### src/rtl/ps2_pkg.sv
// Shared types and constants for the PS/2 device-to-host receive path.
package ps2_pkg;

  typedef enum logic [1:0] {
    IDLE   = 2'd0,
    DATA   = 2'd1,
    PARITY = 2'd2,
    STOP   = 2'd3
  } rx_state_t;

  localparam int   FRAME_DATA_BITS = 8;
  localparam logic START_BIT       = 1'b0;
  localparam logic STOP_BIT        = 1'b1;

  // PS/2 uses odd parity: data bits plus parity bit carry an odd number of ones.
  function automatic logic odd_parity_ok(input logic [FRAME_DATA_BITS-1:0] b, input logic p);
    return (^b) ^ p;
  endfunction

endpackage

### src/rtl/ps2_sync_filter.sv
// Pin synchronisers for ps2_clk/ps2_data plus a level filter on the clock that
// produces a registered one-cycle pulse on each filtered falling edge.
module ps2_sync_filter #(
  parameter int SYNC_STAGES = 2,
  parameter int FILTER_LEN  = 4
) (
  input  logic clk,
  input  logic rst,
  input  logic ps2_clk,
  input  logic ps2_data,
  output logic ps2_clk_f,
  output logic fall,
  output logic data_s
);

  localparam int FW = $clog2(FILTER_LEN + 1);

  logic [SYNC_STAGES-1:0] clk_sync_r;
  logic [SYNC_STAGES-1:0] data_sync_r;
  logic                   clk_s;
  logic                   clk_f_r;
  logic                   fall_r;
  logic [FW-1:0]          flt_cnt_r;

  assign clk_s     = clk_sync_r[SYNC_STAGES-1];
  assign data_s    = data_sync_r[SYNC_STAGES-1];
  assign ps2_clk_f = clk_f_r;
  assign fall      = fall_r;

  // Synchroniser chains, preset to the idle-high bus level.
  always_ff @(posedge clk or negedge rst) begin
    if (!rst) begin
      clk_sync_r  <= {SYNC_STAGES{1'b1}};
      data_sync_r <= {SYNC_STAGES{1'b1}};
    end else begin
      clk_sync_r  <= {clk_sync_r[SYNC_STAGES-2:0], ps2_clk};
      data_sync_r <= {data_sync_r[SYNC_STAGES-2:0], ps2_data};
    end
  end

  // A new level is accepted only after FILTER_LEN consecutive differing samples.
  always_ff @(posedge clk or negedge rst) begin
    if (!rst) begin
      clk_f_r   <= 1'b1;
      flt_cnt_r <= '0;
      fall_r    <= 1'b0;
    end else if (clk_s != clk_f_r) begin
      if (flt_cnt_r == FW'(FILTER_LEN - 1)) begin
        clk_f_r   <= clk_s;
        flt_cnt_r <= '0;
        fall_r    <= ~clk_s;
      end else begin
        flt_cnt_r <= flt_cnt_r + FW'(1);
        fall_r    <= 1'b0;
      end
    end else begin
      flt_cnt_r <= '0;
      fall_r    <= 1'b0;
    end
  end

endmodule

### src/rtl/ps2_rx_frame.sv
// PS/2 device-to-host frame receiver: deserialises start/8 data/odd parity/stop
// frames on filtered clock falls, strobing shren for each good byte.
module ps2_rx_frame
  import ps2_pkg::*;
#(
  parameter int SYNC_STAGES    = 2,
  parameter int FILTER_LEN     = 4,
  parameter int TIMEOUT_CYCLES = 5000
) (
  input  logic       clk,
  input  logic       rst,
  input  logic       en,
  input  logic       ps2_clk,
  input  logic       ps2_data,
  output logic [7:0] data,
  output logic       shren,
  output logic       busy,
  output logic       parity_err,
  output logic       frame_err
);

  localparam int TO_W  = $clog2(TIMEOUT_CYCLES);
  localparam int CNT_W = $clog2(FRAME_DATA_BITS);

  logic                       clk_f_unused_s;
  logic                       fall_s;
  logic                       data_s;

  rx_state_t                  state_r, state_n;
  logic [CNT_W-1:0]           cnt_r, cnt_n;
  logic [TO_W-1:0]            to_r, to_n;
  logic [FRAME_DATA_BITS-1:0] shift_r, shift_n;
  logic                       ok_r, ok_n;
  logic [7:0]                 data_r, data_n;
  logic                       shren_r, shren_n;
  logic                       perr_r, perr_n;
  logic                       ferr_r, ferr_n;

  ps2_sync_filter #(
    .SYNC_STAGES (SYNC_STAGES),
    .FILTER_LEN  (FILTER_LEN)
  ) u_sync_filter (
    .clk       (clk),
    .rst       (rst),
    .ps2_clk   (ps2_clk),
    .ps2_data  (ps2_data),
    .ps2_clk_f (clk_f_unused_s),
    .fall      (fall_s),
    .data_s    (data_s)
  );

  assign data       = data_r;
  assign shren      = shren_r;
  assign busy       = (state_r != IDLE);
  assign parity_err = perr_r;
  assign frame_err  = ferr_r;

  // Next-state logic: en gates everything, then a fall advances the frame,
  // otherwise a stalled non-idle frame times out.
  always_comb begin
    state_n = state_r;
    cnt_n   = cnt_r;
    to_n    = to_r;
    shift_n = shift_r;
    ok_n    = ok_r;
    data_n  = data_r;
    shren_n = 1'b0;
    perr_n  = 1'b0;
    ferr_n  = 1'b0;
    if (!en) begin
      state_n = IDLE;
      cnt_n   = '0;
      to_n    = '0;
      shift_n = '0;
    end else if (fall_s) begin
      to_n = '0;
      case (state_r)
        IDLE: begin
          if (data_s == START_BIT) begin
            state_n = DATA;
            cnt_n   = '0;
            shift_n = '0;
          end else begin
            state_n = IDLE;
          end
        end
        DATA: begin
          shift_n = {data_s, shift_r[FRAME_DATA_BITS-1:1]};
          cnt_n   = cnt_r + CNT_W'(1);
          if (cnt_r == CNT_W'(FRAME_DATA_BITS - 1)) begin
            state_n = PARITY;
          end else begin
            state_n = DATA;
          end
        end
        PARITY: begin
          ok_n    = odd_parity_ok(shift_r, data_s);
          state_n = STOP;
        end
        STOP: begin
          // A bad stop bit outranks a parity failure.
          if (data_s != STOP_BIT) begin
            ferr_n = 1'b1;
          end else if (ok_r) begin
            data_n  = shift_r;
            shren_n = 1'b1;
          end else begin
            perr_n = 1'b1;
          end
          state_n = IDLE;
        end
        default: begin
          state_n = IDLE;
        end
      endcase
    end else if (state_r != IDLE) begin
      if (to_r == TO_W'(TIMEOUT_CYCLES - 1)) begin
        state_n = IDLE;
        ferr_n  = 1'b1;
        to_n    = '0;
        cnt_n   = '0;
        shift_n = '0;
      end else begin
        to_n = to_r + TO_W'(1);
      end
    end else begin
      to_n = '0;
    end
  end

  // State, datapath and output registers.
  always_ff @(posedge clk or negedge rst) begin
    if (!rst) begin
      state_r <= IDLE;
      cnt_r   <= '0;
      to_r    <= '0;
      shift_r <= '0;
      ok_r    <= 1'b0;
      data_r  <= 8'h00;
      shren_r <= 1'b0;
      perr_r  <= 1'b0;
      ferr_r  <= 1'b0;
    end else begin
      state_r <= state_n;
      cnt_r   <= cnt_n;
      to_r    <= to_n;
      shift_r <= shift_n;
      ok_r    <= ok_n;
      data_r  <= data_n;
      shren_r <= shren_n;
      perr_r  <= perr_n;
      ferr_r  <= ferr_n;
    end
  end

endmodule

### config.mk
export PLATFORM = sky130hd
export DESIGN_NAME = ps2_rx_frame
export DESIGN_NICKNAME = d
export VERILOG_FILES = /design/src/rtl/ps2_pkg.sv /design/src/rtl/ps2_sync_filter.sv /design/src/rtl/ps2_rx_frame.sv
export SDC_FILE = /design/constraint.sdc
export NUM_CORES = 1
export LEC_CHECK = 0
export ABC_AREA = 1
export CAP_MARGIN = 25
export CORE_ASPECT_RATIO = 1.75
export CORE_MARGIN = 4
export CORE_UTILIZATION = 42
export CTS_CLUSTER_DIAMETER = 60
export DETAILED_ROUTE_END_ITERATION = 6
export SYNTH_ARGS = -nofsm -noshare
export SYNTH_HDL_FRONTEND = slang
export SYNTH_SLANG_ARGS = --single-unit
### constraint.sdc
create_clock -name clk -period 1.3 [get_ports clk]
set_clock_uncertainty 0.05 [all_clocks]
set_input_delay 0.13 -clock clk [delete_from_list [all_inputs] [get_ports clk]]
set_output_delay 0.13 -clock clk [all_outputs]
set_load 0.01 [all_outputs]
## After elaboration in Yosys (flattened, before gate mapping)

Cells that the tools add are included.

| storage, ports and cells | value |
|---|---|
| bits in registers | 47 |
| output and inout bits | 12 |
| logic and storage cells | 81 |

| cells by class | value |
|---|---|
| add/sub/neg operators | 3 |
| eq/ne operators | 11 |
| multiplexer cells | 43 |
| bitwise operators | 2 |
| reductions and logical operators | 8 |

Operators with widths:

| kind | number |
|---|---|
| $mux 13 | 4 |
| $mux 8 | 5 |
| $mux 3 | 7 |
| $mux 1 | 19 |
| $pmux 8 s2 | 1 |
| $add 13x1->13 const B | 1 |
| $eq 13x13->1 const B | 1 |
| $mux 2 | 5 |
| $ne 4x4->1 const B | 2 |
| $pmux 2 s4 | 1 |
| $reduce_xor 8->1 | 1 |
| $add 3x1->3 const B | 2 |
| $ne 3x1->1 const B | 2 |
| $pmux 3 s2 | 1 |
| $reduce_and 5->1 | 1 |
| $eq 2x2->1 const B | 2 |
| $reduce_and 2->1 | 2 |
| $reduce_and 4->1 | 1 |
| $eq 3x2->1 const B | 1 |
| $eq 3x3->1 const B | 1 |
| $reduce_and 3->1 | 1 |
| $eq 2x1->1 const B | 1 |
| $logic_not 2->1 | 1 |
| $reduce_bool 2->1 | 1 |
| 3 further kinds | 3 |

## Depth between registers and ports, before layout

| depth | value |
|---|---|
| word-level depth | 5 |
| depth in mapped cells | 11 |
| depth with buffers taken out | 11 |

## By module

Synthesis repeated with hierarchy kept, for this count alone.

| unflattened totals | value |
|---|---|
| cells, all modules | 278 |
| area, all modules | 2238.4 um^2 |

By module, submodules not included:

| module | times used | cells an instance | area each (um^2) |
|---|---|---|---|
| ps2_rx_frame | 1 | 249 | 1915.6 |
| ps2_sync_filter | 1 | 29 | 322.8 |

## Worst setup path before layout

No wires, ideal clock.

| path | value |
|---|---|
| kind | register -> register |
| from | reg to_r[0] |
| to | reg shift_r[4] |
| setup time | 0.124 ns |
| data arrival time | 1.243 ns |
| path slack | -0.118 ns |
| cell stages (with the launch flop) | 10 |
| path buffers | 1 |
| cell sequence | dfrtp_1 > ha_1 > nand2_1 > nor3_2 > nand4_1 > nand2_2 > nand2_2 > buf_6 > nand2_1 > o21ai_1 |

| on the way | value |
|---|---|
| cells in the longest elaborated chain, start to end | 3 |

RTL lines:

| what | line | RTL |
|---|---|---|
| from (decl) | ps2_rx_frame.sv:31 | `logic [TO_W-1:0] to_r, to_n;` |
| from (signal assigned) | ps2_rx_frame.sv:146 | `to_r <= to_n;` |
| $eq 13x13->1 | ps2_rx_frame.sv:117 | `if (to_r == TO_W'(TIMEOUT_CYCLES - 1)) begin` |
| $ne 3x1->1 (no line) | -- |  |
| $reduce_and 4->1 (no line) | -- |  |
| to (signal assigned) | ps2_rx_frame.sv:147 | `shift_r <= shift_n;` |
| to (decl) | ps2_rx_frame.sv:32 | `logic [FRAME_DATA_BITS-1:0] shift_r, shift_n;` |

No other way between the ends.
A chain may end at the register's enable or synchronous reset.

## Worst setup path after layout

| path | value |
|---|---|
| from | reg to_r[1] |
| to | reg shift_r[5] |

The elaborated chain is that of the path after synthesis.

==> out/qor.csv <==
metric;value;unit
status;finished with violations;
violations;setup timing;
layout.nets;320;
ys_seq_area_share;56.1;%
endpoint_kind;flop;
routedWlPerCell;12.7;um
worst_slew_pin_slew;0.303;ns
syn_avg_cell_area;8.67;um^2
fp.dieArea;6260;um^2
h-tree-depth;2;
pwr-share-clk;40.7;%
core_area;4790;um^2
maxCapViolations;0;
cts_tree;yes;
drive_above_1_share;38.1;%
area_growth;44.8;%
finalHoldViolations;0;
p_comb_share;8.1;%
cts_buffer_depth;2;
min_period_over_period;113;%
drc_errors;0;
die_x;61.5;um
vdd_ir_drop_max;0.000818;V
gp_congestion;0.813;
final_antenna_net_count;0;
synth-seq-cells;47;
layout_setup_ws;-0.174;ns
internal_power;0.00241;W
synthTopCellsByArea;dfrtp_1 50%, nand2_1 12%, dfstp_2 6.2%;
first_pass_iters;4;
dp_hpwl;3.28;mm
antenna_found_initial;0;
grt_setup_unrepaired;yes;
drv_slew;0;
power_leakage;1.48;nW
grt_pass1_wl;8.07;mm
syn-cell-area;2110;um^2
grtUsageTotal;16.8;%
worst-path-max-fanout;11;
cts.sinks;47;
clk_latency;0.29;ns
grt_pass1_vias;1929;
place_ws;-0.291;ns
worstPathRequired;1.43;ns
diodes;0;
cts_inserted_buffers;5;
synth_cell_types;31;
synth_top_area_share;49.9;%
clockRootBuffer;clkbuf_8;
relSlewSlack;79.6;%
synth_nets;252;
fmax;678;MHz
synth_largest_area_cell;dfrtp_1;
power.switching;0.000640;W
grt_max_degree;48;
vias;1788;
setup-tns-final;-3.92;ns
portBuffers;16;
crit_type;flop to flop;
finalSetupViolCount;36;
period_needed;1.47;ns
total_power;0.00305;W
clkTransAtPathRegs;0.09;ns
rows;33;
start_kind;flop;
netlist_instances;243;
cellPowerDensity;999;nW/um^2
synth_warnings;0;
drtIter0Drc;46;
io_pins;17;
seqPwrFrac;51.2;%
fp.dieH;102;um
wl;4.61;mm
routed_via_density;4.91;
hp-class;input pin to flop;
overflow;0;
cp.arrival;1.61;ns
switching_share;21.0;%
fill_cells;426;
initial_utilization;44.0;%
per-layer routing:
metal  track usage [%]  part of all wire (%)
met1              17.4                    36
met2              31.8                    59
met3              2.68                   2.6
met4              6.70                   2.2
met5                 0                     0
worst max-delay path: stages (launching register included):
cell and delay [ns]:
dfrtp_1 0.35, ha_2 0.21, nand2_2 0.09, nor3_2 0.13, nand4_1 0.16, nand2_2 0.14
nand2_4 0.10, nand2_1 0.07, o21ai_1 0.06
power groups by stage:
stage                     Sequential [W]  Combinational, W  Clock (W)
final                            0.00156          0.000247    0.00124
after detailed placement         0.00159          0.000225          0
after floorplan                  0.00158          0.000134          0
after global routing             0.00157          0.000282    0.00134
after CTS                        0.00156          0.000246    0.00128
after global placement           0.00158          0.000222          0
registers in the layout (all words and copies together), names as in the netlist:
register	count
cnt_r	3
data	8
frame_err	1
ok_r	1
parity_err	1
shift_r	8
shren	1
state_r	2
to_r	13
u_sync_filter.clk_sync_r	2
u_sync_filter.data_sync_r	2
u_sync_filter.fall	1
u_sync_filter.flt_cnt_r	3
u_sync_filter.ps2_clk_f	1
synth_stat cells:
cell	instances
a211oi_1	1
a21oi_1	7
a31oi_1	1
a41oi_1	1
buf_2	1
buf_4	1
buf_6	1
dfrtp_1	42
dfstp_2	5
ha_1	4
inv_1	30
inv_2	2
nand2_1	68
nand2_2	3
nand3_1	10
nand4_1	3
nand4_2	1
nor2_1	22
nor3_1	8
nor3_2	1
nor3b_1	3
nor4_1	1
o211ai_1	1
o21a_1	1
o21ai_0	10
o21ai_1	9
o21bai_1	1
o22ai_1	1
or3_1	1
xnor2_1	2
xor2_1	1
what timing repair did:
action | in CTS | in global routing
hold buffers | 1 | 0
endpoints found under the hold margin | 42 | 0
gates cloned | 1 | 0
gates resized for setup | 59 | 31
pin swaps | 12 | 18
setup buffers | 5 | 6
setup endpoints to repair | 49 | 37
metrics by stage:
step | area [um^2] | instances | hold slack, ns | utilization (%)
after floorplan | 2120 | 243 | -0.216 | -
after global placement | 2600 | 344 | 0.0834 | 54.4
after detailed placement | 2600 | 344 | 0.0795 | 54.4
after CTS | 2920 | 359 | 0.184 | 61.0
after global routing | 3050 | 364 | 0.186 | 63.7
final | 3050 | 364 | 0.191 | 63.7
placed cells by master, fill, tap and decap left out, types with 2 or more instances in the layout:
master	n
inv_4	2
o21ai_0	2
bufinv_16	2
nand2_4	7
ha_1	3
clkdlybuf4s50_1	3
xnor2_1	2
a21oi_1	3
a21oi_2	4
nand2_2	13
dfstp_2	5
dfrtp_1	42
o21ai_1	10
nand3_1	8
nand2_1	51
nand3_2	2
dlygate4sd2_1	11
inv_1	24
buf_12	2
buf_4	40
nand4_1	3
nor2_1	14
nor3b_2	2
nor3_2	3
inv_2	5
clkbuf_8	5
nor3_1	5
buf_6	4
o21ai_2	7
nor2_2	7
cells by family (layout without fill, tap and decap cells):
group	count (synthesis)	in the layout	share of synthesized area (%)
AOI/OAI and AO/OA	33	33	8.61
and+or+nand+nor	121	121	24.8
adders and majority gates	4	4	2.38
DFF	47	47	56.1
xor gates and xnor gates	3	3	1.25
buffers and inverters	35	104	6.83
final timing paths:
check,start,to,slack (ns),cells past startpoint
min in group asynchronous,rst,shift_r[5],0.28,3
min,ps2_data,u_sync_filter.data_sync_r[0],0.19,1
max,to_r[1],shift_r[5],-0.17,8
max reg2reg,to_r[1],shift_r[5],-0.17,8
max in group asynchronous,rst,u_sync_filter.ps2_clk_f,0.63,3
min reg2reg,u_sync_filter.data_sync_r[0],u_sync_filter.data_sync_r[1],0.30,0
layout make-up:
cell class | count | area (um^2) | share of cell area [%]
sequential | 47 | 1180 | 38.7
multi-input combinational | 161 | 982 | 32.2
timing repair buffer | 64 | 559 | 18.3
inverter | 32 | 130 | 4.26
clock buffer | 6 | 72.6 | 2.38
tap | 52 | 65.1 | 2.13
clock inverter | 2 | 60.1 | 1.97
Power figures use the tool's default switching activity.
